[src/rtl/c7b_pkg.sv]
// Shared types and widths for the C7B instruction-cache unit.
package c7b_pkg;

    localparam int ICU_FETCH_W = 64;
    localparam int ICU_MEM_W   = 32;
    localparam int ICU_TAG_W   = 29;

    typedef enum logic [2:0] {
        IDLE = 3'd0,
        LO   = 3'd1,
        LO_W = 3'd2,
        HI   = 3'd3,
        HI_W = 3'd4,
        DONE = 3'd5
    } icu_state_t;

    // Tag of the 8-byte fetch bundle containing an address.
    function automatic logic [ICU_TAG_W-1:0] line_tag(input logic [31:0] addr);
        return addr[31:3];
    endfunction

endpackage

[src/rtl/c7bicu_lbuf.sv]
// One-entry fetch line buffer: tag, valid and one 64-bit bundle.
module c7bicu_lbuf
    import c7b_pkg::*;
(
    input  logic                   clk,
    input  logic                   reset,
    input  logic                   i_inv,
    input  logic                   i_fill,
    input  logic [ICU_TAG_W-1:0]   i_fill_tag,
    input  logic [ICU_FETCH_W-1:0] i_fill_data,
    input  logic [ICU_TAG_W-1:0]   i_lookup_tag,
    output logic                   o_hit,
    output logic [ICU_FETCH_W-1:0] o_data
);

    logic                   r_valid;
    logic [ICU_TAG_W-1:0]   r_tag;
    logic [ICU_FETCH_W-1:0] r_data;

    always_ff @(posedge clk) begin
        if (reset) begin
            r_valid <= 1'b0;
            r_tag   <= '0;
            r_data  <= '0;
        end else if (i_inv) begin
            // An invalidate beats a fill arriving in the same cycle.
            r_valid <= 1'b0;
        end else if (i_fill) begin
            r_valid <= 1'b1;
            r_tag   <= i_fill_tag;
            r_data  <= i_fill_data;
        end
    end

    assign o_hit  = r_valid & ~i_inv & (r_tag == i_lookup_tag);
    assign o_data = r_data;

endmodule

[src/rtl/c7bicu.sv]
// Instruction-cache unit: fetches an 8-byte bundle as two 32-bit memory beats.
// Define C7BICU_LINEBUF_EN to add a one-entry line buffer in front of memory.
module c7bicu
    import c7b_pkg::*;
(
    input  logic                   clk,
    input  logic                   reset,
    input  logic                   ifu_icu_req_ic1,
    input  logic [31:0]            ifu_icu_addr_ic1,
    input  logic                   ifu_icu_cancel,
    input  logic                   ifu_icu_inv,
    output logic                   icu_ifu_ack_ic1,
    output logic                   icu_ifu_data_valid_ic2,
    output logic [ICU_FETCH_W-1:0] icu_ifu_data_ic2,
    output logic                   icu_mem_req,
    output logic [31:0]            icu_mem_addr,
    input  logic                   mem_icu_ack,
    input  logic                   mem_icu_rdata_valid,
    input  logic [ICU_MEM_W-1:0]   mem_icu_rdata
);

    icu_state_t             r_state;
    icu_state_t             w_state_next;
    logic                   r_kill;
    logic                   w_kill_next;
    logic [31:0]            r_base;
    logic [ICU_MEM_W-1:0]   r_lo;
    logic [ICU_MEM_W-1:0]   r_hi;
    logic [ICU_FETCH_W-1:0] r_data_hold;

    logic                   w_ack;
    logic                   w_hit;
    logic                   w_fill;
    logic                   w_kill_eff;
    logic                   w_data_valid;
    logic                   w_busy;
    logic [31:0]            w_addr_hi;
    logic [ICU_FETCH_W-1:0] w_assembled;
    logic [ICU_FETCH_W-1:0] w_buf_data;
    logic                   w_unused;

    assign w_ack      = ifu_icu_req_ic1 & (r_state == IDLE) & ~ifu_icu_cancel;
    assign w_kill_eff = r_kill | ifu_icu_cancel;
    assign w_busy     = (r_state == LO) | (r_state == LO_W) | (r_state == HI) | (r_state == HI_W);
    assign w_addr_hi  = r_base + 32'd4;

`ifdef C7BICU_LINEBUF_EN
    c7bicu_lbuf u_lbuf (
        .clk          (clk),
        .reset        (reset),
        .i_inv        (ifu_icu_inv),
        .i_fill       (w_fill),
        .i_fill_tag   (line_tag(r_base)),
        .i_fill_data  ({mem_icu_rdata, r_lo}),
        .i_lookup_tag (line_tag(ifu_icu_addr_ic1)),
        .o_hit        (w_hit),
        .o_data       (w_buf_data)
    );
`else
    assign w_hit      = 1'b0;
    assign w_buf_data = '0;
`endif

    assign w_unused = ^{ifu_icu_inv, ifu_icu_addr_ic1[2:0], w_fill};

    always_comb begin
        w_state_next = r_state;
        w_kill_next  = r_kill;
        w_fill       = 1'b0;
        case (r_state)
            IDLE: begin
                if (w_ack) begin
                    w_state_next = w_hit ? DONE : LO;
                end
            end
            LO: begin
                if (mem_icu_ack) begin
                    w_state_next = LO_W;
                end
            end
            LO_W: begin
                // A killed low beat never launches the high beat.
                if (mem_icu_rdata_valid) begin
                    w_state_next = w_kill_eff ? IDLE : HI;
                end
            end
            HI: begin
                if (mem_icu_ack) begin
                    w_state_next = HI_W;
                end
            end
            HI_W: begin
                if (mem_icu_rdata_valid) begin
                    if (w_kill_eff) begin
                        w_state_next = IDLE;
                    end else begin
                        w_state_next = DONE;
                        w_fill       = 1'b1;
                    end
                end
            end
            DONE: begin
                w_state_next = IDLE;
            end
            default: begin
                w_state_next = IDLE;
            end
        endcase

        if (ifu_icu_cancel && w_busy) begin
            w_kill_next = 1'b1;
        end
        if (w_state_next == IDLE) begin
            w_kill_next = 1'b0;
        end
    end

    always_ff @(posedge clk) begin
        if (reset) begin
            r_state     <= IDLE;
            r_kill      <= 1'b0;
            r_base      <= '0;
            r_lo        <= '0;
            r_hi        <= '0;
            r_data_hold <= '0;
        end else begin
            r_state <= w_state_next;
            r_kill  <= w_kill_next;
            if (w_ack) begin
                r_base <= {ifu_icu_addr_ic1[31:3], 3'b000};
            end
            if (w_ack && w_hit) begin
                r_lo <= w_buf_data[ICU_MEM_W-1:0];
                r_hi <= w_buf_data[ICU_FETCH_W-1:ICU_MEM_W];
            end
            if ((r_state == LO_W) && mem_icu_rdata_valid) begin
                r_lo <= mem_icu_rdata;
            end
            if ((r_state == HI_W) && mem_icu_rdata_valid) begin
                r_hi <= mem_icu_rdata;
            end
            if (w_data_valid) begin
                r_data_hold <= w_assembled;
            end
        end
    end

    assign w_assembled  = {r_hi, r_lo};
    assign w_data_valid = (r_state == DONE) & ~r_kill & ~ifu_icu_cancel;

    // The bundle output only moves while valid, so the IFU sees a stable value otherwise.
    assign icu_ifu_ack_ic1        = w_ack;
    assign icu_ifu_data_valid_ic2 = w_data_valid;
    assign icu_ifu_data_ic2       = w_data_valid ? w_assembled : r_data_hold;
    assign icu_mem_req            = (r_state == LO) | (r_state == HI);
    assign icu_mem_addr           = ((r_state == HI) | (r_state == HI_W)) ? w_addr_hi : r_base;

endmodule

[config.mk]
export PLATFORM = sky130hd
export DESIGN_NAME = c7bicu
export DESIGN_NICKNAME = d
export VERILOG_FILES = /design/src/rtl/c7b_pkg.sv /design/src/rtl/c7bicu_lbuf.sv /design/src/rtl/c7bicu.sv
export SDC_FILE = /design/constraint.sdc
export NUM_CORES = 1
export LEC_CHECK = 0
export CORE_AREA = 5 5 121 123
export CTS_CLUSTER_DIAMETER = 60
export DETAILED_ROUTE_END_ITERATION = 10
export DIE_AREA = 0 0 126 128
export GPL_TIMING_DRIVEN = 0
export PLACE_DENSITY = 0.78
export SYNTH_ARGS = -nofsm -noshare
export SYNTH_HDL_FRONTEND = slang
export SYNTH_SLANG_ARGS = --single-unit
[constraint.sdc]
create_clock -name clk -period 2.4 [get_ports clk]
set_clock_uncertainty 0.15 [all_clocks]
set_input_delay 0.48 -clock clk [delete_from_list [all_inputs] [get_ports clk]]
set_output_delay 0.48 -clock clk [all_outputs]
set_load 0.01 [all_outputs]
# ---- Yosys cells after proc, flatten, opt, wreduce, memory -nomap -nowiden
# Cells that the tools add are included.
dict set report word_totals {
  regBits 161
  input_bits 71
  out_inout_bits 99
  elab_cells 40
}
dict set report op_classes {
  n_addsub 1
  eq_ne 5
  muxes 10
  bitwise 12
  n_reduce_logical 6
}
# cell count
set ops {}
lappend ops {{$mux 64} 1}
lappend ops {{$add 32x3->32 const B} 1}
lappend ops {{$mux 32} 1}
lappend ops {{$mux 3} 6}
lappend ops {{$pmux 3 s5} 1}
lappend ops {{$eq 3x2->1 const B} 2}
lappend ops {{$eq 3x3->1 const B} 2}
lappend ops {{$logic_not 3->1} 2}
lappend ops {{$or 1x1->1} 6}
lappend ops {{$and 1x1->1} 4}
lappend ops {{$eq 3x1->1 const B} 1}
lappend ops {{$logic_and 1x1->1} 3}
lappend ops {{$mux 2} 1}
lappend ops {{$not 1->1} 2}
lappend ops {{$reduce_or 2->1} 1}

# ---- Logic depth before layout (Yosys ltp)
dict set report depth {
  word_depth 7
  ltp_mapped 6
  mapped_depth_nobuf 3
}

# ---- Least setup slack after synthesis
# OpenSTA, ideal clock, no wires.
dict set report synth_path {
  kind {input port to output port}
  startpoint {input ifu_icu_cancel}
  endpoint {output icu_ifu_data_ic2[10]}
  arrival_ns 1.507
  required_time_ns 1.770
  path_slack_ns 0.263
  path_stages 5
  path_cell_list {or4b_1 -> buf_2 -> buf_6 -> o21ai_1 -> nand2_1}
}
dict set report synth_via {
  elab_chain_cells 3
}
# element line_no
set synth_rtl {}
lappend synth_rtl {{from (decl)} c7bicu.sv:10} ;# input logic ifu_icu_cancel,
lappend synth_rtl {{$not 1->1} c7bicu.sv:149} ;# assign w_data_valid = (r_state == DONE) & ~r_kill & ~ifu_icu_cancel;
lappend synth_rtl {{$and 1x1->1} c7bicu.sv:149}
lappend synth_rtl {{$mux 64} --}
lappend synth_rtl {{to (decl)} c7bicu.sv:14} ;# output logic [ICU_FETCH_W-1:0] icu_ifu_data_ic2,
# Every way passes these cells.

# ---- Final worst setup path
dict set report layout_path {
  startpoint {register r_kill}
  endpoint {output icu_ifu_data_ic2[19]}
}
dict set report layout_via {
  elab_chain_cells 4
}
# element line_no
set layout_rtl {}
lappend layout_rtl {{from (decl)} c7bicu.sv:24} ;# logic r_kill;
lappend layout_rtl {{from (signal assigned)} c7bicu.sv:128} ;# r_kill <= w_kill_next;
lappend layout_rtl {{$not 1->1} c7bicu.sv:149}
lappend layout_rtl {{$and 1x1->1 (2 in series)} c7bicu.sv:149}
lappend layout_rtl {{$mux 64} --}
# Every way passes these cells.

==> flow_summary.toml <==
[floorplanning]
pin_count = 170
dieArea_um2 = 16100
rows = 43
start_util = 0.463
core_area_um2 = 13600
fp.dieW_um = 126
die_h_um = 128

[worst_setup_path]
cp_max_fo = 10
reg2reg_from = "r_state[2]$_SDFF_PP0_"
endpoint_kind = "primary output"
cp.required_ps = 1770
start_kind = "flip-flop"
r2r_cells = 6
cp.arrival_ps = 2060
rrSetupSlack_ps = 440
worstSetupPathType = "flip-flop to primary output"
timing.rr.end = "r_hi[16]$_SDFFE_PP0P_"

[global_route]
grt-ovfl-total = 0
grt_max_degree = 17
grt_pass1_vias = 6039
grt_pass1_wl_um = 30500
grtUsageTotal = 0.235
antenna_found_initial = 1

[synthesis]
yosysUniqueCellTypes = 30
ys_top_cells_by_area = "dfxtp_1, a21oi_1, nand2_1"
yosysWarnings = 0
synth_largest_area_cell = "dfxtp_1"
ys_ff_latch = 161
syn_inst = 814
synth_top_area_frac = 0.513
ys_seq_area_frac = 0.513
synth_area_um2 = 6280
synth_area_per_cell_um2 = 7.71

[cts]
htreeDepth = 4
clk_pin_slew_ps = 60
cts_tree = "built"
worstSkewPairLatency_ps = 430
cts_inserted_buffers = 17
clock-sinks = 161
clock_path_buffers = 2
cts_root_buffer = "clkbuf_16"

[power]
peakVddDrop_uv = 410
power.density_nw_per_um2 = 672
power.leakage_uw = 0.00369

[run]
drv_cap = 0

[min_path]
hold_start = "r_hi[2]$_SDFFE_PP0P_"
min_path_type = "flip-flop to flip-flop"
worstHoldPathCells = 2
holdPathEnd = "r_hi[2]$_SDFFE_PP0P_"

[placement]
dp.final_hpwl_um = 13200
port_buffers = 162
place_area_um2 = 8130
routabilityCongestion = 0.824

[finish]
finish.instance_area_um2 = 9250
num_antenna_cells = 0
layout_commonest_cell = "nand2_1"
fillers = 1097
utilization = 0.682
layout_common_cells = "nand2_1, a21oi_1, dfxtp_1"
multi_input_area_um2 = 3130
fin_nets = 1078
seq_area_um2 = 3240
syn_to_final_growth_pct = 47.4
drive_above_1_share = 0.226

[sta]
timing.fmax_mhz = 372
min_period_over_period = 1.12
rsz0062_at_grt = "true"
worst_pin_slew_ps = 854
drv_slew = 0
maxSlewHeadroom = 0.431
worst_slack_ps = -289
period_minus_slack_ps = 2690
hold_viol = 0
setup_viol = 64

[detailed_routing]
vias_per_cell = 5.45
drtIter0Drc = 580
drc = 0
drt_wl_total_um = 19900
wl_per_cell_um = 16.6
vias = 6545
drtPass1Iterations = 6
final_antenna_net_count = 0

[run_status]
violations = "negative setup slack"
status = "finished with violations"
-- critical path, stage by stage, from the launching register on --
cell and delay (ps):
dfxtp_4 360, or4b_4 550, buf_12 180, buf_12 150
o21ai_2 130, nand2_1 100, buf_2 150
-- registers in the layout (all words and copies together), names as in the netlist --
| signal | cells |
|---|---|
| r_base | 29 |
| r_data_hold | 64 |
| r_hi | 32 |
| r_kill | 1 |
| r_lo | 32 |
| r_state | 3 |
-- per-layer routing --
layer	global-route usage	vias up	wire length, um
met5	0	-	7
met4	0.103	2	627
met3	0.0592	50	1590
met2	0.386	276	9590
met1	0.293	3050	8040
li1	-	3167	-
-- synth_stat cells, drive strengths merged --
master	n
inv	5
nand3	95
xor2	1
or4b	1
clkbuf	45
nor2b	1
dfxtp	161
a211oi	1
a21oi	158
nor2	2
nor4	1
nor4bb	2
or2	1
or4	1
nand4	1
nor4b	1
o21ai	96
buf	34
o211ai	1
a311oi	1
nand2b	1
nand2	197
conb	1
a31oi	3
or3	1
nand4bb	2
-- where the power goes --
group          switching [uW]  internal, uW  total [uW]
clock                    1070          1930        3000
sequential               19.8          2700        2720
combinational             279           214         494
-- stage by stage --
step           setup TNS [ps]  instances  total power, uW  hold WS, ps  worst slack [ps]
5_1_grt                -19110       1200             6380          314              -343
6_report               -15930       1200             6220          305              -289
2_1_floorplan               0        815             2970          287               263
4_1_cts                -14810       1196             6220          305              -260
3_5_place_dp           -74060       1157             3220          297             -1060
3_3_place_gp           -64810       1157             3220          293              -988
-- what timing repair did --
action,in CTS,in global routing
resized for setup,411,37
gates cloned,0,1
setup endpoints to repair,68,67
hold buffers,0,0
pin swaps,30,7
buffers inserted,8,3
-- final cells by class --
| type | instances | share of cell area |
|---|---|---|
| buffer | 78 | 0.0545 |
| sequential | 161 | 0.350 |
| clock buffer | 23 | 0.0517 |
| timing repair buffer | 174 | 0.161 |
| inverter | 5 | 0.00203 |
| clock inverter | 9 | 0.0191 |
| tap | 180 | 0.0243 |
| multi-input combinational | 570 | 0.338 |
-- logic make-up (layout without fill, tap and decap cells) --
kind of cell	Yosys count	after routing	synth area share
xor gates and xnor gates	1	1	0.00140
DFF	161	161	0.513
buffers and inverters	84	289	0.0626
other	1	2	0.000597
and+or+nand+nor	307	307	0.213
AOI/OAI and AO/OA	260	260	0.209
-- worst max-delay path by stage --
stage                              startpoint  cells past startpoint              endpoint  slack, ps
after floorplan                ifu_icu_cancel                      5  icu_ifu_data_ic2[10]        260
after global placement         ifu_icu_cancel                      7  icu_ifu_data_ic2[34]       -990
final                     r_kill$_SDFFE_PP0P_                      6  icu_ifu_data_ic2[19]       -290
after CTS                 r_kill$_SDFFE_PP0P_                      6  icu_ifu_data_ic2[24]       -260
after detailed placement       ifu_icu_cancel                      7  icu_ifu_data_ic2[33]      -1060
after global routing      r_kill$_SDFFE_PP0P_                      6  icu_ifu_data_ic2[32]       -340
No activity file was read; power rests on OpenSTA's default activity.
